<file path="config.mk">
export PLATFORM = sky130hd
export DESIGN_NAME = datapath_sequencer
export DESIGN_NICKNAME = d
export VERILOG_FILES = /design/src/rtl/datapath_sequencer_pkg.sv /design/src/rtl/datapath_sequencer_seq_step_decode.sv /design/src/rtl/datapath_sequencer.sv
export SDC_FILE = /design/constraint.sdc
export NUM_CORES = 1
export LEC_CHECK = 0
export CELL_PAD_IN_SITES_DETAIL_PLACEMENT = 1
export CELL_PAD_IN_SITES_GLOBAL_PLACEMENT = 2
export CORE_MARGIN = 1.5
export CORE_UTILIZATION = 36
export CTS_CLUSTER_SIZE = 12
export DETAILED_ROUTE_END_ITERATION = 8
export HOLD_SLACK_MARGIN = 0.05
export PLACE_DENSITY_LB_ADDON = 0.1
export SLEW_MARGIN = 25
export SYNTH_ARGS = -nofsm -noshare
export SYNTH_HDL_FRONTEND = slang
export SYNTH_SLANG_ARGS = --single-unit
</file>
<file path="constraint.sdc">
create_clock -name clock -period 2.8 [get_ports clock]
set_input_delay 0.56 -clock clock [delete_from_list [all_inputs] [get_ports clock]]
set_output_delay 0.56 -clock clock [all_outputs]
set_load 0.02 [all_outputs]
</file>
<file path="src/rtl/datapath_sequencer_pkg.sv">
// Shared definitions for the datapath sequencer: opcodes, FSM states,
// strobe bundle and the default immediate width.
package datapath_sequencer_pkg;

  localparam int DATA_WIDTH_DEF = 32;

  localparam logic [1:0] OP_LDI  = 2'b00;
  localparam logic [1:0] OP_ADDI = 2'b01;
  localparam logic [1:0] OP_MV   = 2'b10;
  localparam logic [1:0] OP_SEQ  = 2'b11;

  typedef enum logic [1:0] {
    IDLE = 2'd0,
    STEP = 2'd1,
    DONE = 2'd2
  } state_t;

  typedef struct packed {
    logic rz_out;
    logic ra_out;
    logic rb_out;
    logic ra_in;
    logic rb_in;
    logic rz_in;
  } strobe_t;

endpackage

</file>
<file path="src/rtl/datapath_sequencer_seq_step_decode.sv">
// Combinational map from (opcode, step index, gap flag) to the datapath
// strobe bundle and the immediate-bus selects.
module seq_step_decode
  import datapath_sequencer_pkg::*;
#(
  parameter int OP_WIDTH = 2
) (
  input  logic [OP_WIDTH-1:0] op,
  input  logic [1:0]          step,
  input  logic                gap,
  output strobe_t             strobe,
  output logic                sel_add_imm,
  output logic                sel_ra_imm
);

  logic [1:0] micro;

  always_comb begin
    strobe      = '0;
    sel_add_imm = 1'b0;
    sel_ra_imm  = 1'b0;
    micro       = 2'(op);
    // SEQ expands to LDI, ADDI, MV on successive steps
    if (2'(op) == OP_SEQ) begin
      case (step)
        2'd0:    micro = OP_LDI;
        2'd1:    micro = OP_ADDI;
        default: micro = OP_MV;
      endcase
    end
    if (!gap) begin
      case (micro)
        OP_LDI: begin
          strobe.ra_in = 1'b1;
          sel_ra_imm   = 1'b1;
        end
        OP_ADDI: begin
          strobe.ra_out = 1'b1;
          strobe.rz_in  = 1'b1;
          sel_add_imm   = 1'b1;
        end
        OP_MV: begin
          strobe.rz_out = 1'b1;
          strobe.rb_in  = 1'b1;
        end
        default: strobe = '0;
      endcase
    end
  end

endmodule

</file>
<file path="src/rtl/datapath_sequencer.sv">
// Micro-op sequencer driving datapath register-transfer strobes, all outputs
// registered. Define SEQ_GAP_CYCLE_EN to insert an idle gap between SEQ steps.
module datapath_sequencer
  import datapath_sequencer_pkg::*;
#(
  parameter int DATA_WIDTH = DATA_WIDTH_DEF,
  parameter int OP_WIDTH   = 2
) (
  input  logic                  clock,
  input  logic                  clear,
  input  logic                  start,
  input  logic [OP_WIDTH-1:0]   op,
  input  logic [DATA_WIDTH-1:0] imm,
  output logic                  busy,
  output logic                  done,
  output logic                  RZout,
  output logic                  RAout,
  output logic                  RBout,
  output logic                  RAin,
  output logic                  RBin,
  output logic                  RZin,
  output logic [DATA_WIDTH-1:0] AddImmediate,
  output logic [DATA_WIDTH-1:0] RegisterAImmediate
);

`ifdef SEQ_GAP_CYCLE_EN
  localparam logic GAP_EN = 1'b1;
`else
  localparam logic GAP_EN = 1'b0;
`endif

  state_t                state_q, state_d;
  logic [OP_WIDTH-1:0]   op_q, op_d;
  logic [DATA_WIDTH-1:0] imm_q, imm_d;
  logic [2:0]            slot_q, slot_d, slot_last;
  logic                  busy_q, busy_d, done_q, done_d;
  strobe_t               strobe_q, strobe_d, dec_strobe;
  logic [DATA_WIDTH-1:0] add_imm_q, add_imm_d, ra_imm_q, ra_imm_d;
  logic                  sel_add, sel_ra, dec_gap;
  logic [1:0]            dec_step;

  // Slots count strobe periods; with gaps enabled odd slots are the gaps
  always_comb begin
    slot_last = 3'd0;
    if (2'(op_q) == OP_SEQ) slot_last = GAP_EN ? 3'd4 : 3'd2;
  end

  always_comb begin
    state_d = state_q;
    op_d    = op_q;
    imm_d   = imm_q;
    slot_d  = slot_q;
    case (state_q)
      IDLE: begin
        if (start) begin
          state_d = STEP;
          op_d    = op;
          imm_d   = imm;
          slot_d  = 3'd0;
        end
      end
      STEP: begin
        if (slot_q == slot_last) begin
          state_d = DONE;
          slot_d  = 3'd0;
        end else begin
          slot_d = slot_q + 3'd1;
        end
      end
      DONE:    state_d = IDLE;
      default: state_d = IDLE;
    endcase
  end

  // Outputs are decoded from the next state so they land in the register
  // on the same edge the state advances
  always_comb begin
    dec_gap   = GAP_EN & slot_d[0];
    dec_step  = GAP_EN ? slot_d[2:1] : slot_d[1:0];
    busy_d    = (state_d == STEP);
    done_d    = (state_d == DONE);
    strobe_d  = busy_d ? dec_strobe : '0;
    add_imm_d = (busy_d && sel_add) ? imm_d : '0;
    ra_imm_d  = (busy_d && sel_ra) ? imm_d : '0;
  end

  seq_step_decode #(
    .OP_WIDTH(OP_WIDTH)
  ) u_decode (
    .op          (op_d),
    .step        (dec_step),
    .gap         (dec_gap),
    .strobe      (dec_strobe),
    .sel_add_imm (sel_add),
    .sel_ra_imm  (sel_ra)
  );

  always_ff @(posedge clock or negedge clear) begin
    if (!clear) begin
      state_q   <= IDLE;
      op_q      <= '0;
      imm_q     <= '0;
      slot_q    <= '0;
      busy_q    <= 1'b0;
      done_q    <= 1'b0;
      strobe_q  <= '0;
      add_imm_q <= '0;
      ra_imm_q  <= '0;
    end else begin
      state_q   <= state_d;
      op_q      <= op_d;
      imm_q     <= imm_d;
      slot_q    <= slot_d;
      busy_q    <= busy_d;
      done_q    <= done_d;
      strobe_q  <= strobe_d;
      add_imm_q <= add_imm_d;
      ra_imm_q  <= ra_imm_d;
    end
  end

  assign busy               = busy_q;
  assign done               = done_q;
  assign RZout              = strobe_q.rz_out;
  assign RAout              = strobe_q.ra_out;
  assign RBout              = strobe_q.rb_out;
  assign RAin               = strobe_q.ra_in;
  assign RBin               = strobe_q.rb_in;
  assign RZin               = strobe_q.rz_in;
  assign AddImmediate       = add_imm_q;
  assign RegisterAImmediate = ra_imm_q;

endmodule

</file>
==> summary.md, run 1 <==
| Metric | Value |
|---|---|
| Detail-routed via count per cell | `5.09` |
| Setup TNS | `0 ns` |
| Portion of the clock cycle consumed by the worst path in the final layout | `between 80% and 90%` |
| Synthesis warning total | `0` |
| Area enclosed by the die boundary | `14200 um^2` |
| Maximum vdd drop | `0.000571 V` |
| Power per cell area | `1380 nW/um^2` |
| Sequential area share after synthesis | `55.5%` |
| Leading post-synthesis cells by cell area | `dfrtp_1 55%, o32ai_2 10%, mux2_2 7.4%` |
| Io pins | `roughly 110` |
| Die width | `119 um` |
| Pin count of the biggest net entering global routing | `42` |
| Reg clk slew, reported paths | `0.07 ns` |
| Starting density of the core | `36.8%` |
| Worst Setup Path Type | `in -> reg` |
| Antenna violations before repair | `0` |
| Post-route clock skew | `about 0.0066 ns` |
| TritonCTS clock tree | `yes` |
| Via total after detailed routing | `3401` |
| Largest buffer count on any clock path | `2` |
| Unrepaired setup endpoints after global routing | `no` |
| Count of final hold-check violations | `0` |
| Number of cell rows | `42` |
| Global-route usage over all layers | `18.9%` |
| Global-route wire length before repair | `20600 um` |
| Async S/R FF share, synth | `100%` |
| Total leakage power | `around 2.6 nW` |
| Number of inserted diodes | `0` |
| Transition at the pin with the smallest max-transition slack | `0.645 ns` |
| Number of endpoints failing setup at the final stage | `0` |
| Number of enable flip-flop cells after synthesis | `0` |
| Number of clock sinks | `approximately 110` |
| Critical path arrival | `around 2.6 ns` |
| Height of the chip | `119 um` |
| Wire length per cell after detailed routing | `roughly 19 um` |
| Avg Inst Size Synth | `~13 um^2` |
| DR iter-0 viols | `108` |
| Net count of the mapped netlist | `423` |
| Dominant register cell in the synthesized netlist | `dfrtp_1` |
| Final Critical Period | `2.35 ns` |
| Number of post-CTS setup repair buffers | `0` |
| Post-CTS sizing | `0` |
| Count of pins over their slew limit | `0` |
| Path class of the lowest-slack min-delay path | `in -> async` |
| Post-Syn Area | `roughly 5000 um^2` |
| Number of flip-flops and latches in the synthesized netlist | `108` |
| Util after Layout | `49.1%` |
| Portion of synthesized cell area occupied by the leading cell type | `55.5%` |
| Maximum operating frequency | `0.426 GHz` |
| Most common cell in the synthesized netlist | `dfrtp_1` |
| Residual DRC count | `0` |
| Post-synthesis cell type with the largest combined area | `dfrtp_1` |
| Number of global-route vias before repair | `about 3700` |
| Hold buffer count at cts | `0` |
| Largest fanout on the critical path | `26` |
| Clock root buffer master | `clkbuf_16` |
| Clock H-tree levels | `3` |
| Pre-antenna DRT Iters | `4` |
| TritonCTS Buffers | `9` |
| Core outline area | `roughly 13000 um^2` |
| Detail Route Antenna Nets | `0` |
| Post-synthesis to final-layout area growth | `33.6%` |
| # port buffers | `between 100 and 150` |
| Max-slew headroom at the worst pin | `57.0%` |
| Detail Placement HPWL | `around 8400 um` |
| Yosys cell types | `40` |
| Max capacitance violation total | `0` |
| Crit path capture type | `flip-flop` |
| Number of standard cells after synthesis | `385` |
| Endpoint required time on the critical path | `3.05 ns` |
| Total overflow reported by the global router | `0` |
| Last weighted congestion value of the routability-driven placer | `around 0.73` |
| Fill count | `1389` |
| Startpoint type of the worst setup path | `input port` |
| Total Routed Length | `12900 um` |
| Clock insertion delay at the later pin of the skew report | `0.35 ns` |
| Total number of nets in the final design | `525` |
| Status | `complete, no violations` |
| Share of cells above drive strength 1 | `between 20 and 30%` |
| Commonest cells post-synth | `108 x dfrtp_1, 66 x nand2_1, 34 x nand3_1` |
[worst max-delay path: stages]
cell and delay [ns]:
clkdlybuf4s50_1 0.55, nor3b_4 0.32, buf_4 0.21, mux2i_2 0.37
inv_2 0.10, buf_12 0.19, o32ai_1 0.27
[report_power, final]
part	switching (mW)	internal (mW)	total [mW]
clock network	0.574	0.741	1.31
registers	0.324	2.25	2.57
logic	2.99	2.11	5.10
total	3.89	5.10	8.99
[layout make-up]
| class | count | area [um^2] | area share [%] |
|---|---|---|---|
| Clock inverter | 4 | 47.5 | 0.730 |
| Multi-Input combinational cell | 236 | 1940 | 29.8 |
| Timing Repair Buffer | 127 | 1320 | 20.3 |
| Sequential cell | 108 | 2700 | 41.5 |
| Tap cell | 176 | 220 | 3.38 |
| Clock buffer | 12 | 256 | 3.94 |
| Inverter | 5 | 21.3 | 0.327 |
[cell usage in the layout, fill, tap and decap left out, types with 2 or more instances in the layout]
master and count:
nand4_1 2, nor2_1 5, a31o_2 2, o21ai_1 2, nand2_1 66, nor2b_1 2, buf_12 8, mux2_2 32
nand3b_1 2, a21oi_1 2, nor3_2 29, clkinv_2 2, a31oi_1 2, dfrtp_1 108, nand2b_1 3, nor3_1 4
buf_4 13, o32ai_1 2, inv_1 3, clkbuf_16 9, clkbuf_8 2, nand3_1 34, o32ai_2 30, clkdlybuf4s50_1 106
[per-layer routing]
| metal | global-route usage [%] | wire [um] | vias up |
|---|---|---|---|
| met3 | 2.73 | 368 | 14 |
| met1 | 26.0 | 6170 | 1752 |
| li1 | - | - | 1567 |
| met4 | 6.70 | 189 | 0 |
| met2 | 30.7 | 6170 | 68 |
| met5 | 0 | 0 | - |
[worst paths after layout]
path / start / end / slack [ns] / cells past startpoint
worst min-delay path: clear / RBin / 0.22 / 1
worst min register to register: imm_q[10] / imm_q[10] / 0.53 / 1
worst max-delay path: start / RegisterAImmediate[0] / 0.45 / 7
worst max register to register: state_q[0] / RegisterAImmediate[2] / 0.69 / 5
max in group asynchronous: clear / RegisterAImmediate[0] / 1.77 / 2
min in group clock: imm_q[10] / imm_q[10] / 0.53 / 1
[through the flow]
| stage | area [um^2] | cells | hold slack [ns] | setup WS [ns] | total power [mW] |
|---|---|---|---|---|---|
| 4_1_cts | 6510 | 668 | 0.236 | 0.444 | 9.12 |
| 3_3_place_gp | 6200 | 652 | 0.512 | 0.204 | 7.67 |
| 3_5_place_dp | 6200 | 652 | 0.514 | 0.119 | 7.76 |
| 5_1_grt | 6510 | 668 | 0.253 | 0.371 | 9.53 |
| 2_1_floorplan | 4870 | 385 | 0.264 | 0.962 | 5.83 |
| 6_report | 6510 | 668 | 0.217 | 0.454 | 8.99 |
[flip-flops by register name, indices dropped and copies added (netlist names)]
register,flops
AddImmediate,32
RAin,1
RAout,1
RBin,1
RegisterAImmediate,32
busy,1
done,1
imm_q,32
op_q,2
slot_q,3
state_q,2
[logic make-up (layout without fill, tap and decap cells)]
kind of cell,Yosys count,in the layout,synth area share (%)
simple gates,151,151,17.2
flops,108,108,55.5
compound gates,49,49,13.7
buf+inv,41,148,5.21
mux,34,34,8.14
fa+ha+maj,1,1,0.257
other cells,1,1,0.0769
No activity file was read; power rests on OpenSTA's default activity.
==> run 2: changes to the inputs <==
--- a/config.mk
+++ b/config.mk
@@ -8,7 +8,7 @@
 export CELL_PAD_IN_SITES_DETAIL_PLACEMENT = 1
 export CELL_PAD_IN_SITES_GLOBAL_PLACEMENT = 2
 export CORE_MARGIN = 1.5
-export CORE_UTILIZATION = 36
+export CORE_UTILIZATION = 30
 export CTS_CLUSTER_SIZE = 12
 export DETAILED_ROUTE_END_ITERATION = 8
 export HOLD_SLACK_MARGIN = 0.05
==> constraint.sdc (replaced) <==
create_clock -name clock -period 2 [get_ports clock]
set_input_delay 0.4 -clock clock [delete_from_list [all_inputs] [get_ports clock]]
set_output_delay 0.4 -clock clock [all_outputs]
set_load 0.02 [all_outputs]
==> summary.md, run 2 (synthesis gave the netlist of run 1 again) <==
| Metric | Value |
|---|---|
| Slowest cell on the critical path | `clkdlybuf4s50_1` |
| Reg clk slew, reported paths | `0.07 ns (about the same)` |
| Post-synthesis to final-layout area growth | `41.5%` |
| Clock root buffer master | `clkbuf_16` |
| Non-Filler Cell Area, Final | `6900 um^2 (+6.0%)` |
| DR iter-0 viols | `164 (+52%)` |
| Startpoint type of the worst setup path | `input port` |
| TritonCTS Buffers | `9 (unchanged)` |
| Detail Route Antenna Nets | `0 (unchanged)` |
| Cells traversed along the worst timing path | `clkdlybuf4s50_1 -> nor3b_4 -> buf_6 -> mux2i_4 -> buf_4 -> buf_4 -> nand2_1 -> o32ai_1` |
| Placed standard-cell area | `6520 um^2 (+5.0%)` |
| Portion of the clock cycle consumed by the worst path in the final layout | `between 90% and 100%` |
| Pre-antenna DRT Iters | `4 (unchanged)` |
| Hold WS | `0.0616 ns (-0.155 ns)` |
| Pwr Total | `13.5 mW (+50%)` |
| FF-to-FF setup slack | `0.14 ns (-0.55 ns)` |
| Number of cell rows | `46 (+9.5%)` |
| Crit path capture type | `flip-flop` |
| Transition at the pin with the smallest max-transition slack | `0.662 ns (+0.0165 ns)` |
| Pre-CTS worst setup slack | `-0.357 ns (-0.476 ns)` |
| Status | `complete, no violations` |
| Number of endpoints failing setup at the final stage | `0 (unchanged)` |
| Clock insertion delay at the later pin of the skew report | `0.35 ns (about the same)` |
| Height of the chip | `130 um (+9.3%)` |
| Max capacitance violation total | `0 (unchanged)` |
| Number of inserted diodes | `0 (unchanged)` |
| Power per cell area | `1950 nW/um^2 (+41%)` |
| Share of cells above drive strength 1 | `32.6% (+4.3 points)` |
| Maximum operating frequency | `between 0.5 and 0.6 GHz` |
| Antenna violations before repair | `0 (unchanged)` |
| Pin count of the biggest net entering global routing | `109 (+160%)` |
| Last weighted congestion value of the routability-driven placer | `0.725 (-1.3%)` |
| Io pins | `109 (unchanged)` |
| Count of final hold-check violations | `0 (unchanged)` |
| TritonCTS clock tree | `yes` |
| Number of clock sinks | `108 (unchanged)` |
| Util after Layout | `43.4% (-5.7 points)` |
| Wire length per cell after detailed routing | `18.2 um (-5.9%)` |
| Via total after detailed routing | `3504 (+3.0%)` |
| Clock H-tree levels | `3 (unchanged)` |
| Depth of the most critical reg-to-reg path | `7 (+2)` |
| Residual DRC count | `0 (unchanged)` |
| Fill count | `1710 (+23%)` |
| Path class of the lowest-slack min-delay path | `in -> async` |
| Final Critical Period | `1.94 ns` |
| Detail Placement HPWL | `9200 um (+9.2%)` |
| Total number of nets in the final design | `554 (+5.5%)` |
| Max-slew headroom at the worst pin | `55.9% (-1.1 points)` |
| Starting density of the core | `30.7% (-6.1 points)` |
| Number of buffer and inverter instances along the worst setup path | `4 (unchanged)` |
| Kind of cell adding the most delay to the critical path | `buffers and inverters` |
| Worst Setup Path Type | `in -> reg` |
| Total leakage power | `2.81 nW (+6.6%)` |
| Core outline area | `15900 um^2 (+20%)` |
| Count of pins over their slew limit | `0 (unchanged)` |
| Most prevalent standard cell on the critical path | `buf_4` |
| Number of global-route vias before repair | `3747 (+1.2%)` |
| Global-route usage over all layers | `16.6% (-2.3 points)` |
| Detail-routed via count per cell | `4.77 (-6.4%)` |
| Fin worst setup slack | `0.0634 ns (-0.391 ns)` |
| Die width | `130 um (+9.3%)` |
| Total Routed Length | `13400 um (+3.6%)` |
| Slowest Stage Delay on Critical Path | `0.49 ns (-0.06 ns)` |
| Leading cell type in the layout, fill and taps excluded | `dfrtp_1` |
| Commonest cells after routing, fill and taps aside | `107 x dfrtp_1, 106 x clkdlybuf4s50_1, 66 x nand2_1` |
| Hold buffer count at cts | `0 (unchanged)` |
| Global-route wire length before repair | `21200 um (+2.9%)` |
| Area enclosed by the die boundary | `17000 um^2 (+19%)` |
| Critical path arrival | `2.18 ns (-0.41 ns)` |
| # port buffers | `107 (unchanged)` |
| Largest fanout on the critical path | `5 (-81%)` |
| Maximum vdd drop | `0.000810 V (+42%)` |
| Endpoint required time on the critical path | `2.25 ns (-0.80 ns)` |
| Largest buffer count on any clock path | `2 (unchanged)` |
| Total overflow reported by the global router | `0 (unchanged)` |
| Post-route clock skew | `0.00721 ns (+0.000597 ns)` |
| Depth of the critical timing path with buffers and inverters included | `8 (+1)` |
run 2: cell count changes in the layout (fill, tap and decap cells not counted), moves of 2 or more:
cell and delta:
buf_4 +18, buf_6 +3, clkinv_2 -2, buf_12 +7
run 2: worst register-to-register path, cell delays in order (launching register included):
cell     delay, ns
dfrtp_1       0.46
nor3b_4       0.21
buf_6         0.17
mux2i_4       0.36
buf_4         0.17
buf_4         0.13
nand2_1       0.06
o32ai_1       0.22
run 2: final timing paths:
check / start / endpoint
max: start / RegisterAImmediate[0]
min: clear / done
max reg2reg: state_q[1] / RegisterAImmediate[0]
min reg2reg: imm_q[31] / imm_q[31]
max in group asynchronous: clear / op_q[1]
min in group clock: imm_q[31] / imm_q[31]
run 2: what timing repair did:
| action | in CTS | in global routing |
|---|---|---|
| resized for setup | 2 | 5 |
| setup buffers | 0 | 3 |
| setup endpoints to repair | 1 | 52 |
| hold endpoints to repair | 0 | 0 |
| pin swaps | 0 | 1 |
| gates cloned | 0 | 1 |
run 2: layout make-up:
type                    count  area, um^2  share of cell area (%)
flip-flops and latches    108        2700                    39.2
multi-input cells         236        1960                    28.4
repair buffers            156        1650                    24.0
well taps                 216         270                    3.92
clock buffers              11         243                    3.52
clock inverters             3        46.3                   0.671
inverters                   5        21.3                   0.308
run 2: metal layers:
layer  global-route usage [%]  vias up  wire [um]
li1                         -     1630          -
met1                     22.4     1786       6240
met2                     26.6       73       6480
met3                     3.79       15        428
met4                     5.30        0        196
met5                        0        -          0
run 2: where the power goes:
group	internal, mW	leakage (nW)	switching, mW
sequential	3.15	1.40	0.385
clock	0.998	0.138	0.803
combinational	3.68	1.27	4.46
total	7.83	2.81	5.64
run 2: stage by stage:
| stage | instances | setup TNS, ns |
|---|---|---|
| floorplan | 385 | 0 |
| global placement | 717 | -21.79 |
| detailed placement | 717 | -23.49 |
| CTS | 731 | 0 |
| global route | 735 | -0.00160 |
| finish | 735 | 0 |
==> RTL change 1: new RTL, settings of run 2 <==
Add a define of `SEQ_GAP_CYCLE_EN`.
--- a/src/rtl/datapath_sequencer.sv
+++ b/src/rtl/datapath_sequencer.sv
@@ -1,4 +1,6 @@
 // Micro-op sequencer driving datapath register-transfer strobes, all outputs
 // registered. Define SEQ_GAP_CYCLE_EN to insert an idle gap between SEQ steps.
+`define SEQ_GAP_CYCLE_EN
+
 module datapath_sequencer
   import datapath_sequencer_pkg::*;
Behaviour: not the same (Yosys sat finds a counterexample within 4 cycles, from zero or initial values).
==> RTL change 1 against run 2 <==
- worst hold slack improved by 0.43 ns
- worst setup slack improved by 0.048 ns
- area after synthesis shrank 13%
- cell count down 13%
- critical path type is now reg2reg
- sequential cell count unchanged
- largest cell class unchanged
- clock skew decreased by 0.0026 ns
- final area is 10% lower
- wire length is 18% lower
- global-route usage down 0.36 points
Power is not compared: it rests on default switching activity, and its combinational part moved more than twofold at a synthesized area within 25%.
==> RTL change 1: results (changes against run 2) <==
critical_path.max_stage_delay_ns: 0.39  # was 0.49 ns
num-clock-buffers: 12  # was 11
netlist-cell-type-count: 41  # was 40
crit_family: "simple AND/OR/NAND/NOR gates"  # was buffers and inverters
fin_nets: 494  # was 554
dp_slack_ns: -0.485  # was -0.357 ns
grt_pass1_wl_mm: 17.7  # was 21.2 mm
wirelength_mm: 10.9  # was 13.4 mm
final_area_um2: 6190  # was 6900 um2
antenna_found_initial: 0  # unchanged
drive_gt1_share_pct: 28.5  # was 32.6%
finalClockSkew_ns: 0.00461  # was 0.00721 ns
non_clock_buffer_area_share_pct: 24.5  # was 24.0%
final-clk-cell-share_pct: 4.79  # was 4.19%
path_clk_slew_ns: 0.07  # about the same
cp_max_fo: 7  # was 5
synthXorXnorAreaFrac_pct: 0.621  # was 0%
num_vias: 2872  # was 3504
via_per_inst: 4.49  # was 4.77
hp-class: "reg2reg"  # was in2async
antenna_left: 0  # unchanged
placed_area_um2: 5750  # was 6520 um2
nMultiInputCombCells: 152  # was 236
buffers_excl_clock: 148  # was 156
synth_compound_area_share_pct: 4.32  # was 13.7%
numCtsBuffers: 9  # unchanged
ys.warnings.count: 0  # unchanged
synth_common_cells: "108 x dfrtp_1, 36 x inv_1, 33 x nor3_1"  # was 108 x dfrtp_1, 66 x nand2_1, 34 x nand3_1
syn_inst: 316  # was 385
dpl.cell_count: 617  # was 717
cpMaxStageDelayCell: "or3b_4"  # was clkdlybuf4s50_1
dr.first_iter.drc_count: 78  # was 164
htreeDepth: 3  # unchanged
seq_area_share_pct: 43.7  # was 39.2%
fillers: 1442  # was 1710
first_global_vias: 3165  # was 3747
syn-cell-area_um2: 4230  # was 4870 um2
grt_usage_pct: 16.2  # was 16.6%
finalWeightedCongestion: 0.773  # was 0.725
firstDrtPassIters: 4  # unchanged
syn_nets: 355  # was 423
n_all_inverters: 36  # was 5
async_flop_share_pct: 100  # unchanged
status: "completed"  # unchanged
cp.arrival_ns: 2.16  # was 2.18 ns
grt_max_degree: 47  # was 109
synthAdderAreaFrac_pct: 0.592  # was 0.257%
multi_input_area_um2: 1320  # was 1960 um2
synth-seq-area-share_pct: 63.9  # was 55.5%
netlist_top_cells_area: "dfrtp_1 64%, mux2_2 8.3%, nor3_2 6.6%, nor3_1 3.9%, inv_1 3.2%"  # was dfrtp_1 55%, o32ai_2 10%, mux2_2 7.4%, nor3_2 6.0%, nand2_1 5.1%
synthMuxAreaShare_pct: 8.58  # was 8.14%
hpwl_mm: 7.28  # was 9.20 mm
## RTL change 1: cell count changes after synthesis, moves of 3 or more
cell             run 2  this run
clkbuf_1             6         0
buf_2               12         7
xnor2_1              0         3
buf_1                3         0
nor3_1               4        33
o32ai_2             30         0
nand2_1             66        10
inv_1                3        36
nor3b_1              0         3
buf_6                7         4
nand3_1             34         2
## RTL change 1: routing by layer
metal | track usage, % | up-vias | part of all wire (%)
li1 | - | 1327 | -
met3 | 4.31 | 13 | 6.2
met4 | 6.91 | 0 | 1.9
met2 | 25.3 | 75 | 47
met1 | 21.4 | 1457 | 45
met5 | 0 | - | 0
## RTL change 1: where the power goes
part	leakage, nW	internal, W	switching, W
clock	0.151	0.000957	0.000803
combinational	1.25	0.00177	0.00205
sequential	1.41	0.00283	0.000208
total	2.81	0.00556	0.00306
## RTL change 1: path summary, 6_finish.rpt
path | from | to | slack (ns) | depth (start not counted)
max | state_q[0] | RegisterAImmediate[10] | 0.11 | 6
min | imm_q[31] | imm_q[31] | 0.49 | 2
max reg2reg | state_q[0] | RegisterAImmediate[10] | 0.11 | 6
min reg2reg | imm_q[31] | imm_q[31] | 0.49 | 2
max in group asynchronous | clear | RegisterAImmediate[29] | 0.90 | 3
min in group asynchronous | clear | slot_q[0] | 0.53 | 2
## RTL change 1: logic make-up after synthesis
family          count (synthesis)
other cells                     1
fa+ha+maj                       2
xor+xnor                        3
compound gates                 20
simple gates                   93
mux                            32
flops                         108
buf+inv                        57
## RTL change 1: repair_timing
action,CTS,global route
setup endpoints to repair,33,54
gates cloned,1,0
buffers inserted,3,2
endpoints found under the hold margin,27,0
resized for setup,6,3
pin swaps,1,2
hold buffers,1,0
==> RTL change 2: new RTL, flow settings as in run 2 <==
Made on the original files. Put a register stage on the outputs `RZout`, `RAout`, `RBout`, `RAin`, `RBin` and `RZin`, without a reset. The values now appear one clock later. The other outputs are not delayed to match.
--- a/src/rtl/datapath_sequencer.sv
+++ b/src/rtl/datapath_sequencer.sv
@@ -122,10 +122,12 @@
   assign busy               = busy_q;
   assign done               = done_q;
-  assign RZout              = strobe_q.rz_out;
-  assign RAout              = strobe_q.ra_out;
-  assign RBout              = strobe_q.rb_out;
-  assign RAin               = strobe_q.ra_in;
-  assign RBin               = strobe_q.rb_in;
-  assign RZin               = strobe_q.rz_in;
+  always_ff @(posedge clock) begin
+    RZout <= strobe_q.rz_out;
+    RAout <= strobe_q.ra_out;
+    RBout <= strobe_q.rb_out;
+    RAin  <= strobe_q.ra_in;
+    RBin  <= strobe_q.rb_in;
+    RZin  <= strobe_q.rz_in;
+  end
   assign AddImmediate       = add_imm_q;
   assign RegisterAImmediate = ra_imm_q;
Check against the original RTL: not equivalent (a bounded check fails within 4 cycles, from zero or initial values).
==> RTL change 2 against run 2 <==
- wire length decreased by 0.10%
- final area grew 0.11%
- sequential cell count grew 3
- global-route usage fell by 0.34 points
- register-to-register slack barely moved
- worst setup slack improved by 0.025 ns
- clock skew is 0.0030 ns higher
- non-clock buffer count decreased by 4
- worst hold slack improved by 0.055 ns
- die area grew 1.2%
- total power decreased by 0.41%
- combinational power fell by 3.1%
- area after synthesis increased by 1.2%
==> RTL change 2: results (changes against run 2) <==
crit_family: "buffers and inverters"  # unchanged
finalClockSkew_ns: 0.0102  # was 0.00721 ns
hold_viol: 0  # unchanged
grt_pass1_wl_mm: 21.8  # was 21.2 mm
cpMaxStageDelayCell: "clkdlybuf4s50_1"  # unchanged
netlist_top_cells_area: "dfrtp_1 55%, o32ai_2 9.9%, mux2_2 7.3%, nor3_2 5.9%, nand2_1 5.0%"  # was dfrtp_1 55%, o32ai_2 10%, mux2_2 7.4%, nor3_2 6.0%, nand2_1 5.1%
wirelength_mm: 13.3  # was 13.4 mm
finalWeightedCongestion: 0.742  # was 0.725
hpwl_mm: 9.00  # was 9.20 mm
grt_usage_pct: 16.2  # was 16.6%
firstDrtPassIters: 4  # unchanged
met3WireLength_um: 475  # was 428 um
ys.warnings.count: 0  # unchanged
path_clk_slew_ns: 0.07  # about the same
first_global_vias: 3858  # was 3747
fin_nets: 553  # was 554
grt_use_met3_pct: 3.67  # was 3.79%
cp-start-kind: "input port"  # unchanged
slew_headroom_pct: 60.1  # was 55.9%
met2_length_mm: 6.45  # was 6.48 mm
rrSetupSlack_ns: 0.14  # about the same
hold_slack_ns: 0.117  # was 0.0616 ns
r2r-start: "slot_q[2]"  # was state_q[1]
top_layer: "met4"  # unchanged
synth-seq-area-share_pct: 56.0  # was 55.5%
met2_usage_pct: 26.1  # was 26.6%
status: "completed"  # unchanged
post-cts-setup-buffer-count: 0  # unchanged
irDropWorstVdd_v: 0.000730  # was 0.000810 V
netlist-cell-type-count: 41  # was 40
cts_max_path_buffers: 2  # unchanged
grt_max_degree: 109  # unchanged
antenna_found_initial: 0  # unchanged
cp_max_fo: 8  # was 5
via_per_inst: 4.77  # about the same
p_leak_nw: 2.81  # about the same
port_buffers: 107  # unchanged
switchingPower_w: 0.00564  # about the same
syn_nets: 426  # was 423
wl_met1_mm: 6.23  # was 6.24 mm
async_flop_share_pct: 97.3  # was 100%
dr.first_iter.drc_count: 112  # was 164
drive_gt1_share_pct: 31.7  # was 32.6%
htreeDepth: 3  # unchanged
met1_usage_pct: 21.7  # was 22.4%
cp.arrival_ns: 2.14  # was 2.18 ns
antenna-diode-count: 0  # unchanged
setup_viol: 0  # unchanged
-- RTL change 2: cell types whose count changed after synthesis --
cell            run 2  this run
dfxtp_1             0         3
-- RTL change 2: metrics by stage --
step	area, um2	setup TNS, ns	cells	utilization (%)	setup slack [ns]
2_1_floorplan	4930	0	388	-	0.200
3_3_place_gp	6550	-22.26	720	41.0	-0.322
3_5_place_dp	6550	-20.92	720	41.0	-0.320
4_1_cts	6870	0	736	42.9	0.0349
5_1_grt	6910	0	736	43.2	0.00108
6_report	6910	0	736	43.2	0.0879
-- RTL change 2: layout make-up --
type | count | area, um2
fill | 1721 | 9090
sequential | 111 | 2760
multi-input combinational | 236 | 1970
timing repair buffer | 152 | 1570
tap | 216 | 270
clock buffer | 12 | 236
clock inverter | 4 | 80.1
inverter | 5 | 21.3
-- RTL change 2: timing repair --
action	in CTS	in global routing
hold buffers	0	0
gates resized for setup	0	7
setup endpoints to repair	0	34
-- RTL change 2: cells by family after synthesis --
family	Yosys count	share of synthesized area [%]
DFF	111	56.0
other	1	0.0760
muxes	34	8.04
and+or+nand+nor	151	17.0
AOI/OAI and AO/OA	49	13.5
adders and majority gates	1	0.254
buffers and inverters	41	5.15
-- RTL change 2: worst paths after layout --
check,end,cells past startpoint
max,RegisterAImmediate[25],8
min,slot_q[2],2
max reg2reg,AddImmediate[12],5
min reg2reg,RBin,0
max in group asynchronous,op_q[0],2
min in group clock,RBin,0
-- RTL change 2: power by group through the flow --
stage	clock (W)	sequential (W)	combinational (W)
finish	0.00194	0.00359	0.00789
global route	0.00208	0.00370	0.00849
CTS	0.00201	0.00362	0.00795
detailed placement	0	0.00365	0.00790
global placement	0	0.00364	0.00778
floorplan	0	0.00432	0.00395
